$ cat src/rtl/dm_sched_pkg.sv
// Shared constants, types and helpers for the DataMover command scheduler.
// Holds command/status field positions and the outstanding-entry layout.
package dm_sched_pkg;

  localparam int CMD_W         = 72;
  localparam int CMD_BTT_LSB   = 0;
  localparam int CMD_BTT_W     = 23;
  localparam int CMD_TYPE_BIT  = 23;
  localparam int CMD_EOF_BIT   = 30;
  localparam int CMD_SADDR_LSB = 32;
  localparam int CMD_TAG_LSB   = 64;

  localparam int STS_TAG_LSB    = 0;
  localparam int STS_INTERR_BIT = 4;
  localparam int STS_DECERR_BIT = 5;
  localparam int STS_SLVERR_BIT = 6;
  localparam int STS_OKAY_BIT   = 7;

  localparam logic [7:0] STS_LOCAL_ZERO_BTT = 8'h10;

  localparam int ID_W_MAX = 4;

  typedef enum logic {
    S_IDLE  = 1'b0,
    S_ISSUE = 1'b1
  } arb_state_e;

  // Outstanding entry: lcl marks a zero-length request answered locally.
  typedef struct packed {
    logic                lcl;
    logic [ID_W_MAX-1:0] id;
  } ent_t;

  function automatic logic [CMD_W-1:0] mk_cmd(
    input logic [31:0] addr,
    input logic [22:0] btt,
    input logic [3:0]  tag
  );
    logic [CMD_W-1:0] c;
    c = '0;
    c[CMD_BTT_LSB +: CMD_BTT_W] = btt;
    c[CMD_TYPE_BIT]             = 1'b1;
    c[CMD_EOF_BIT]              = 1'b1;
    c[CMD_SADDR_LSB +: 32]      = addr;
    c[CMD_TAG_LSB +: 4]         = tag;
    return c;
  endfunction

endpackage

$ cat src/rtl/dm_sched_fifo.sv
// In-order tracker of issued commands: synchronous FIFO with count.
// DEPTH must be a power of two so pointers wrap naturally.
module dm_sched_fifo #(
  parameter  int W     = 5,
  parameter  int DEPTH = 8,
  localparam int AW    = $clog2(DEPTH)
) (
  input  logic         clk,
  input  logic         aresetn,
  input  logic         push_i,
  input  logic         pop_i,
  input  logic [W-1:0] din_i,
  output logic [W-1:0] dout_o,
  output logic         full_o,
  output logic         empty_o,
  output logic [AW:0]  count_o
);

  logic [W-1:0] mem_q [DEPTH];
  logic [AW-1:0] wr_q, wr_d;
  logic [AW-1:0] rd_q, rd_d;
  logic [AW:0]   count_q, count_d;
  logic          do_push, do_pop;

  assign full_o  = count_q[AW];
  assign empty_o = (count_q == '0);
  assign count_o = count_q;
  assign dout_o  = mem_q[rd_q];
  assign do_push = push_i & ~full_o;
  assign do_pop  = pop_i & ~empty_o;

  // Pointer and occupancy next-state.
  always_comb begin
    wr_d    = do_push ? wr_q + 1'b1 : wr_q;
    rd_d    = do_pop ? rd_q + 1'b1 : rd_q;
    count_d = count_q;
    if (do_push && !do_pop)
      count_d = count_q + 1'b1;
    else if (!do_push && do_pop)
      count_d = count_q - 1'b1;
  end

  // Pointer and occupancy registers.
  always_ff @(posedge clk) begin
    if (!aresetn) begin
      wr_q    <= '0;
      rd_q    <= '0;
      count_q <= '0;
    end else begin
      wr_q    <= wr_d;
      rd_q    <= rd_d;
      count_q <= count_d;
    end
  end

  // Entry storage; contents are don't-care while empty.
  always_ff @(posedge clk) begin
    if (do_push)
      mem_q[wr_q] <= din_i;
  end

endmodule

$ cat src/rtl/datamover_cmd_sched.sv
// Round-robin sharing of one DataMover cmd/status pair among requesters.
// Optional: define DM_SCHED_TAG_CHECK_EN to flag status tag mismatches.
module datamover_cmd_sched
  import dm_sched_pkg::*;
#(
  parameter  int NUM_REQ = 4,
  parameter  int MAX_OUT = 8,
  parameter  int IDW     = 4,
  localparam int CW      = $clog2(MAX_OUT) + 1
) (
  input  logic                  clk,
  input  logic                  aresetn,
  input  logic [NUM_REQ-1:0]    req_valid,
  output logic [NUM_REQ-1:0]    req_ready,
  input  logic [32*NUM_REQ-1:0] req_addr,
  input  logic [23*NUM_REQ-1:0] req_btt,
  output logic [NUM_REQ-1:0]    req_sts_valid,
  input  logic [NUM_REQ-1:0]    req_sts_ready,
  output logic [7:0]            req_sts_data,
  output logic                  m_axis_cmd_tvalid,
  input  logic                  m_axis_cmd_tready,
  output logic [71:0]           m_axis_cmd_tdata,
  input  logic                  s_axis_sts_tvalid,
  output logic                  s_axis_sts_tready,
  input  logic [7:0]            s_axis_sts_tdata,
  output logic [CW-1:0]         outstanding,
  output logic [2:0]            err_sticky,
  input  logic                  err_clr
);

  arb_state_e          state_q, state_d;
  logic [IDW-1:0]      rr_q, rr_d;
  logic [IDW-1:0]      gnt_id, hi_id, lo_id;
  logic                hi_f, lo_f, gnt_found, grant;
  logic [ID_W_MAX-1:0] gnt_tag;
  logic [CMD_W-1:0]    cmd_q, cmd_d;
  logic [31:0]         sel_addr;
  logic [22:0]         sel_btt;
  logic                btt_nz;
  ent_t                push_ent, head;
  logic [$bits(ent_t)-1:0] fifo_dout;
  logic                fifo_full, fifo_empty, pop;
  logic [2:0]          err_q, err_d;
  logic                dm_hs, spurious, tag_err;

  dm_sched_fifo #(
    .W     ($bits(ent_t)),
    .DEPTH (MAX_OUT)
  ) u_fifo (
    .clk     (clk),
    .aresetn (aresetn),
    .push_i  (grant),
    .pop_i   (pop),
    .din_i   (push_ent),
    .dout_o  (fifo_dout),
    .full_o  (fifo_full),
    .empty_o (fifo_empty),
    .count_o (outstanding)
  );

  assign head       = ent_t'(fifo_dout);
  assign err_sticky = err_q;

  // Round-robin pick: lowest valid at/above rr_q, else lowest below it.
  always_comb begin
    hi_f  = 1'b0;
    lo_f  = 1'b0;
    hi_id = '0;
    lo_id = '0;
    for (int i = NUM_REQ - 1; i >= 0; i--) begin
      if (req_valid[i]) begin
        if (IDW'(i) >= rr_q) begin
          hi_f  = 1'b1;
          hi_id = IDW'(i);
        end else begin
          lo_f  = 1'b1;
          lo_id = IDW'(i);
        end
      end
    end
    gnt_found = hi_f | lo_f;
    gnt_id    = hi_f ? hi_id : lo_id;
  end

  // Winner's address/length, pointer advance and command build.
  always_comb begin
    sel_addr = '0;
    sel_btt  = '0;
    for (int i = 0; i < NUM_REQ; i++) begin
      if (gnt_id == IDW'(i)) begin
        sel_addr = req_addr[32*i +: 32];
        sel_btt  = req_btt[23*i +: 23];
      end
    end
    btt_nz       = |sel_btt;
    grant        = aresetn & (state_q == S_IDLE) & gnt_found & ~fifo_full;
    gnt_tag      = '0;
    gnt_tag[IDW-1:0] = gnt_id;
    push_ent.lcl = ~btt_nz;
    push_ent.id  = gnt_tag;
    rr_d         = rr_q;
    if (grant)
      rr_d = (gnt_id == IDW'(NUM_REQ - 1)) ? '0 : gnt_id + 1'b1;
    cmd_d = cmd_q;
    if (grant && btt_nz)
      cmd_d = mk_cmd(sel_addr, sel_btt, gnt_tag);
  end

  // Arbiter state register.
  always_ff @(posedge clk) begin
    if (!aresetn)
      state_q <= S_IDLE;
    else
      state_q <= state_d;
  end

  // Arbiter next state: hold the command until the DataMover takes it.
  always_comb begin
    state_d = state_q;
    unique case (state_q)
      S_IDLE:  if (grant && btt_nz) state_d = S_ISSUE;
      S_ISSUE: if (m_axis_cmd_tready) state_d = S_IDLE;
    endcase
  end

  // Arbiter outputs.
  always_comb begin
    m_axis_cmd_tvalid = (state_q == S_ISSUE);
    m_axis_cmd_tdata  = cmd_q;
    req_ready         = '0;
    for (int i = 0; i < NUM_REQ; i++)
      if (grant && gnt_id == IDW'(i))
        req_ready[i] = 1'b1;
  end

  // Datapath registers: RR pointer, command word, sticky errors.
  always_ff @(posedge clk) begin
    if (!aresetn) begin
      rr_q  <= '0;
      cmd_q <= '0;
      err_q <= '0;
    end else begin
      rr_q  <= rr_d;
      cmd_q <= cmd_d;
      err_q <= err_d;
    end
  end

  // Status routing from the FIFO head; empty FIFO swallows status.
  always_comb begin
    req_sts_valid     = '0;
    req_sts_data      = '0;
    s_axis_sts_tready = 1'b0;
    pop               = 1'b0;
    dm_hs             = 1'b0;
    spurious          = 1'b0;
    if (aresetn) begin
      if (fifo_empty) begin
        s_axis_sts_tready = 1'b1;
        dm_hs             = s_axis_sts_tvalid;
        spurious          = s_axis_sts_tvalid;
      end else if (!head.lcl) begin
        req_sts_data = s_axis_sts_tdata;
        for (int i = 0; i < NUM_REQ; i++) begin
          if (head.id == 4'(i)) begin
            req_sts_valid[i]  = s_axis_sts_tvalid;
            s_axis_sts_tready = req_sts_ready[i];
          end
        end
        dm_hs = s_axis_sts_tvalid & s_axis_sts_tready;
        pop   = dm_hs;
      end else begin
        req_sts_data = STS_LOCAL_ZERO_BTT | {4'b0, head.id};
        for (int i = 0; i < NUM_REQ; i++) begin
          if (head.id == 4'(i)) begin
            req_sts_valid[i] = 1'b1;
            pop              = req_sts_ready[i];
          end
        end
      end
    end
  end

`ifdef DM_SCHED_TAG_CHECK_EN
  assign tag_err = dm_hs & ~fifo_empty &
                   (s_axis_sts_tdata[STS_TAG_LSB +: 4] != head.id);
`else
  assign tag_err = 1'b0;
`endif

  // Sticky errors: a new error in the clear cycle still sets.
  always_comb begin
    err_d    = err_clr ? 3'b000 : err_q;
    err_d[0] = err_d[0] | spurious;
    err_d[1] = err_d[1] | (dm_hs & ~s_axis_sts_tdata[STS_OKAY_BIT]);
    err_d[2] = err_d[2] | tag_err;
  end

endmodule

$ cat config.mk
export PLATFORM = sky130hd
export DESIGN_NAME = datamover_cmd_sched
export DESIGN_NICKNAME = d
export VERILOG_FILES = /design/src/rtl/dm_sched_pkg.sv /design/src/rtl/dm_sched_fifo.sv /design/src/rtl/datamover_cmd_sched.sv
export SDC_FILE = /design/constraint.sdc
export NUM_CORES = 1
export LEC_CHECK = 0
export CORE_ASPECT_RATIO = 0.9
export CORE_MARGIN = 5
export CORE_UTILIZATION = 43
export CTS_CLUSTER_SIZE = 30
export DETAILED_ROUTE_END_ITERATION = 8
export GPL_TIMING_DRIVEN = 0
export PLACE_DENSITY = 0.92
export SLEW_MARGIN = 20
export SYNTH_ARGS = -nofsm -noshare
export SYNTH_HDL_FRONTEND = slang
export SYNTH_SLANG_ARGS = --single-unit
$ cat constraint.sdc
create_clock -name clk -period 6.9 [get_ports clk]
set_input_delay 1.38 -clock clk [delete_from_list [all_inputs] [get_ports clk]]
set_output_delay 1.38 -clock clk [all_outputs]
set_load 0.02 [all_outputs]
==> impl_metrics.xml <==
<?xml version="1.0" encoding="UTF-8"?>
<metrics>
  <group name="clocking">
    <metric name="postCtsHoldBufs" unit="">0</metric>
    <metric name="post_cts.repair.setup_buffers" unit="">0</metric>
    <metric name="cts_max_path_buffers" unit="">2</metric>
    <metric name="cts.sinks" unit="">100</metric>
    <metric name="tritoncts" unit="">done</metric>
    <metric name="cts_max_level" unit="">3</metric>
    <metric name="cts.reportedPaths.clkPinSlew" unit="ns">0.07</metric>
    <metric name="tritoncts.num_buffers" unit="">9</metric>
    <metric name="worstSkewPairLatency" unit="ns">0.34</metric>
    <metric name="clock-root-buffer" unit="">clkbuf_16</metric>
  </group>
  <group name="worst_setup_path">
    <metric name="critical_path.cell_chain" unit="">clkdlybuf4s50_1 -&gt; a21oi_1 -&gt; o21ai_0 -&gt; a21oi_4 -&gt; ha_1 -&gt; buf_2 -&gt; buf_2 -&gt; buf_1 -&gt; clkbuf_2 -&gt; clkbuf_2 -&gt; and2_1 -&gt; clkdlybuf4s50_1</metric>
    <metric name="crit-reg2reg-launch" unit="">rr_q[1]</metric>
    <metric name="worst-path-max-fanout" unit="">12</metric>
    <metric name="timing.critical_path.to_type" unit="">primary output</metric>
    <metric name="cp_slowest_cell" unit="">clkdlybuf4s50_1</metric>
    <metric name="crit_path_start" unit="">req_valid[0]</metric>
    <metric name="cp.required" unit="ns">5.52</metric>
    <metric name="worstSetupStartpointType" unit="">input pin</metric>
    <metric name="critPathTopFamily" unit="">buffers and inverters</metric>
    <metric name="worstPathArrival" unit="ns">5.20</metric>
    <metric name="setup.worst_path.class" unit="">input pin to primary output</metric>
    <metric name="critPathBufInv" unit="">7</metric>
    <metric name="worst_path_largest_cell_delay" unit="ns">0.62</metric>
  </group>
  <group name="yosys">
    <metric name="synthesis.area" unit="um2">6280</metric>
    <metric name="synth-seq-cells" unit="">100</metric>
    <metric name="ys.warnings.count" unit="">0</metric>
    <metric name="number_of_flops_mapped_to_enable_cells_by_yosys" unit="">24</metric>
    <metric name="synth_sequential_area_ratio" unit="%">35.7</metric>
    <metric name="ys_types" unit="">51</metric>
    <metric name="netlist.area_leader.share" unit="%">24.2</metric>
    <metric name="synth_async_sr_flop_share" unit="%">0</metric>
    <metric name="ys_dominant_reg_cell" unit="">dfxtp_1</metric>
    <metric name="synth.avg_cell_area" unit="um2">8.57</metric>
    <metric name="netlist.top_cell.by_area" unit="">dfxtp_1</metric>
    <metric name="synth.top_cells.by_area" unit="">dfxtp_1 (24%), edfxtp_1 (11%), mux2i_1 (11%), nand2_1 (9.2%), a221oi_1 (5.7%)</metric>
    <metric name="syn_inst" unit="">732</metric>
  </group>
  <group name="power">
    <metric name="combinationalPowerShare" unit="%">59.7</metric>
    <metric name="power.density" unit="nW/um2">340</metric>
    <metric name="switching_share" unit="%">42.9</metric>
    <metric name="p_clk_share" unit="%">16.1</metric>
    <metric name="p_sw" unit="uW">1480</metric>
    <metric name="sequentialPowerShare" unit="%">24.1</metric>
    <metric name="vdd.ir_drop.worst" unit="uV">164</metric>
    <metric name="leakagePower" unit="uW">0.00394</metric>
    <metric name="p_int" unit="uW">1970</metric>
  </group>
  <group name="final_layout">
    <metric name="syn2layout_area_growth" unit="%">61.8</metric>
    <metric name="insertedDiodeCount" unit="">0</metric>
    <metric name="post_route_cells_drive_above_1_share" unit="%">5.54</metric>
    <metric name="mostFrequentLayoutCell" unit="">clkdlybuf4s50_1</metric>
    <metric name="stdcell_area" unit="um2">10200</metric>
    <metric name="most-common-layout-cells" unit="">clkdlybuf4s50_1 (322), nand2_1 (154), dfxtp_1 (76)</metric>
    <metric name="fin_cells" unit="">1277</metric>
    <metric name="layout.nets" unit="">1330</metric>
  </group>
  <group name="timing">
    <metric name="fin_worst_skew" unit="ns">0.00825</metric>
    <metric name="fmax" unit="MHz">152</metric>
    <metric name="grt_setup_unrepaired" unit="">false</metric>
    <metric name="report.final.slew_viol_count" unit="">0</metric>
    <metric name="final_critical_path_setup_slack" unit="ns">0.316</metric>
    <metric name="slew_headroom" unit="%">35.2</metric>
    <metric name="final.min_clock_period" unit="ns">6.58</metric>
    <metric name="tightestPinTransition" unit="ns">0.964</metric>
    <metric name="final_min_period_over_clock_period" unit="%">95.4</metric>
    <metric name="totalNegativeSetupSlack" unit="ns">0</metric>
    <metric name="worst_hold_slack" unit="ns">0.462</metric>
    <metric name="setup-violations-final" unit="">0</metric>
    <metric name="hold_viol" unit="">0</metric>
  </group>
  <group name="global_route">
    <metric name="antenna_found_initial" unit="">0</metric>
    <metric name="first_global_vias" unit="">7219</metric>
    <metric name="grt_max_degree" unit="">19</metric>
    <metric name="first_pass_grt_wire_length" unit="mm">40.0</metric>
    <metric name="global_route.usage.total" unit="%">30.0</metric>
    <metric name="global_route.overflow_total" unit="">0</metric>
  </group>
  <group name="routing">
    <metric name="via_cell_ratio" unit="">5.64</metric>
    <metric name="dr_iter_0_viols" unit="">526</metric>
    <metric name="post_drt_wl_per_cell" unit="um">20.7</metric>
    <metric name="detail_route.drc_violations" unit="">0</metric>
    <metric name="via_count" unit="">7196</metric>
    <metric name="drt_wl_total" unit="mm">26.5</metric>
    <metric name="drtPass1Iterations" unit="">5</metric>
    <metric name="route.antenna.remaining_nets" unit="">0</metric>
  </group>
  <group name="place">
    <metric name="portBuffers" unit="">322</metric>
    <metric name="place.detailed.hpwl" unit="mm">21.5</metric>
    <metric name="placedInstanceArea" unit="um2">9810</metric>
    <metric name="place_congestion" unit="">0.944</metric>
    <metric name="dpl.cell_count" unit="">1261</metric>
    <metric name="dpl_worst_slack" unit="ns">-0.523</metric>
  </group>
  <group name="run_status">
    <metric name="run_status" unit="">completed</metric>
  </group>
  <group name="floorplanning">
    <metric name="placement_rows" unit="">41</metric>
    <metric name="boundaryPins" unit="">338</metric>
    <metric name="fp.dieArea" unit="um2">17100</metric>
    <metric name="dieWidth" unit="um">137</metric>
    <metric name="floorplan.initialDensity" unit="%">44.3</metric>
    <metric name="die_h" unit="um">125</metric>
    <metric name="core_area" unit="um2">14200</metric>
  </group>
  <group name="min_path">
    <metric name="worst_hold_path_type" unit="">flip-flop to flip-flop</metric>
    <metric name="min_from" unit="">m_axis_cmd_tdata[60]</metric>
  </group>
  <group name="job">
    <metric name="maxCapViolations" unit="">0</metric>
  </group>
</metrics>
[metal layers]
| layer | vias to the layer above | share of wire (%) | wire (um) | GRT usage, % |
|---|---|---|---|---|
| met5 | - | 0 | 0 | 0 |
| met4 | 0 | 2.0 | 537 | 7.86 |
| met3 | 38 | 8.8 | 2340 | 6.58 |
| met2 | 389 | 50 | 13100 | 51.2 |
| met1 | 3454 | 40 | 10500 | 38.0 |
| li1 | 3315 | - | - | - |
[state kept, by name (all words and copies together) (netlist names), named ones only]
name and count:
u_fifo.rd_q 3, m_axis_cmd_tvalid 1, u_fifo.mem_q 24, m_axis_cmd_tdata 58, rr_q 2, err_sticky 2, u_fifo.count_o 4, u_fifo.wr_q 3
[path summary, 6_finish.rpt]
check | end | slack, ns | cells after the start
setup / recovery | req_ready[3] | 0.32 | 12
hold / removal | m_axis_cmd_tdata[60] | 0.46 | 2
setup reg to reg | m_axis_cmd_tdata[17] | 2.12 | 16
hold reg to reg | m_axis_cmd_tdata[60] | 0.46 | 2
[power groups by stage]
| stage | clock (uW) | sequential (uW) | combinational (uW) |
|---|---|---|---|
| detailed placement | 0 | 841 | 2020 |
| global placement | 0 | 834 | 1990 |
| CTS | 570 | 831 | 2030 |
| floorplan | 0 | 952 | 1100 |
| finish | 557 | 833 | 2060 |
| global route | 587 | 848 | 2200 |
[logic make-up (layout without fill, tap and decap cells)]
kind of cell	after synthesis	in the layout	share of synthesized area, %
compound gates	146	146	17.6
xor+xnor	4	4	0.558
fa+ha+maj	10	10	2.11
buf+inv	90	429	6.96
flops	100	100	35.7
mux	77	77	13.6
other cells	1	14	0.0598
simple gates	304	304	23.4
[per-stage QoR]
step           power [uW]  util [%]
2_1_floorplan        2050         -
3_3_place_gp         2820      69.1
3_5_place_dp         2870      69.3
4_1_cts              3430      71.7
5_1_grt              3640      71.7
6_report             3450      71.7
[final cells by class]
cell class	count	area, um2
Inverter	15	56.3
Clock inverter	7	109
Timing Repair Buffer	323	3230
Sequential cell	100	2240
Tap cell	193	241
Clock buffer	9	225
Fill cell	1081	4000
Multi-Input combinational cell	555	3670
Buffer	75	384
[worst min-delay path: cells and delay by family, from the launching register on]
family / cells / cell delay [ns]
and+or+nand+nor: 1 / 0.05
DFF: 1 / 0.31
muxes: 1 / 0.05
[cells in the mapped netlist, drive strengths merged, types with 2 or more instances]
| library cell | count |
|---|---|
| nand3b | 7 |
| o31ai | 35 |
| mux2 | 4 |
| buf | 32 |
| a22oi | 5 |
| o22ai | 8 |
| nor2b | 38 |
| inv | 15 |
| edfxtp | 24 |
| nor3b | 10 |
| o22a | 3 |
| o2111ai | 4 |
| ha | 9 |
| nand4 | 2 |
| nand2 | 154 |
| a211oi | 6 |
| and3b | 5 |
| mux2i | 67 |
| xnor2 | 2 |
| or3 | 10 |
| nand3 | 9 |
| and2 | 15 |
| o221ai | 4 |
| a221oi | 41 |
| mux4 | 6 |
| a21oi | 23 |
| nor3 | 7 |
| nand2b | 9 |
| xor2 | 2 |
| o21ai | 8 |
| dfxtp | 76 |
| nor4 | 9 |
| a221o | 3 |
| nor2 | 27 |
| clkbuf | 43 |
[timing repair]
item / CTS / global route
setup endpoints to repair: 2 / 2
gates resized for setup: 2 / 5
gates cloned: 0 / 0
Power figures use the tool's default switching activity.
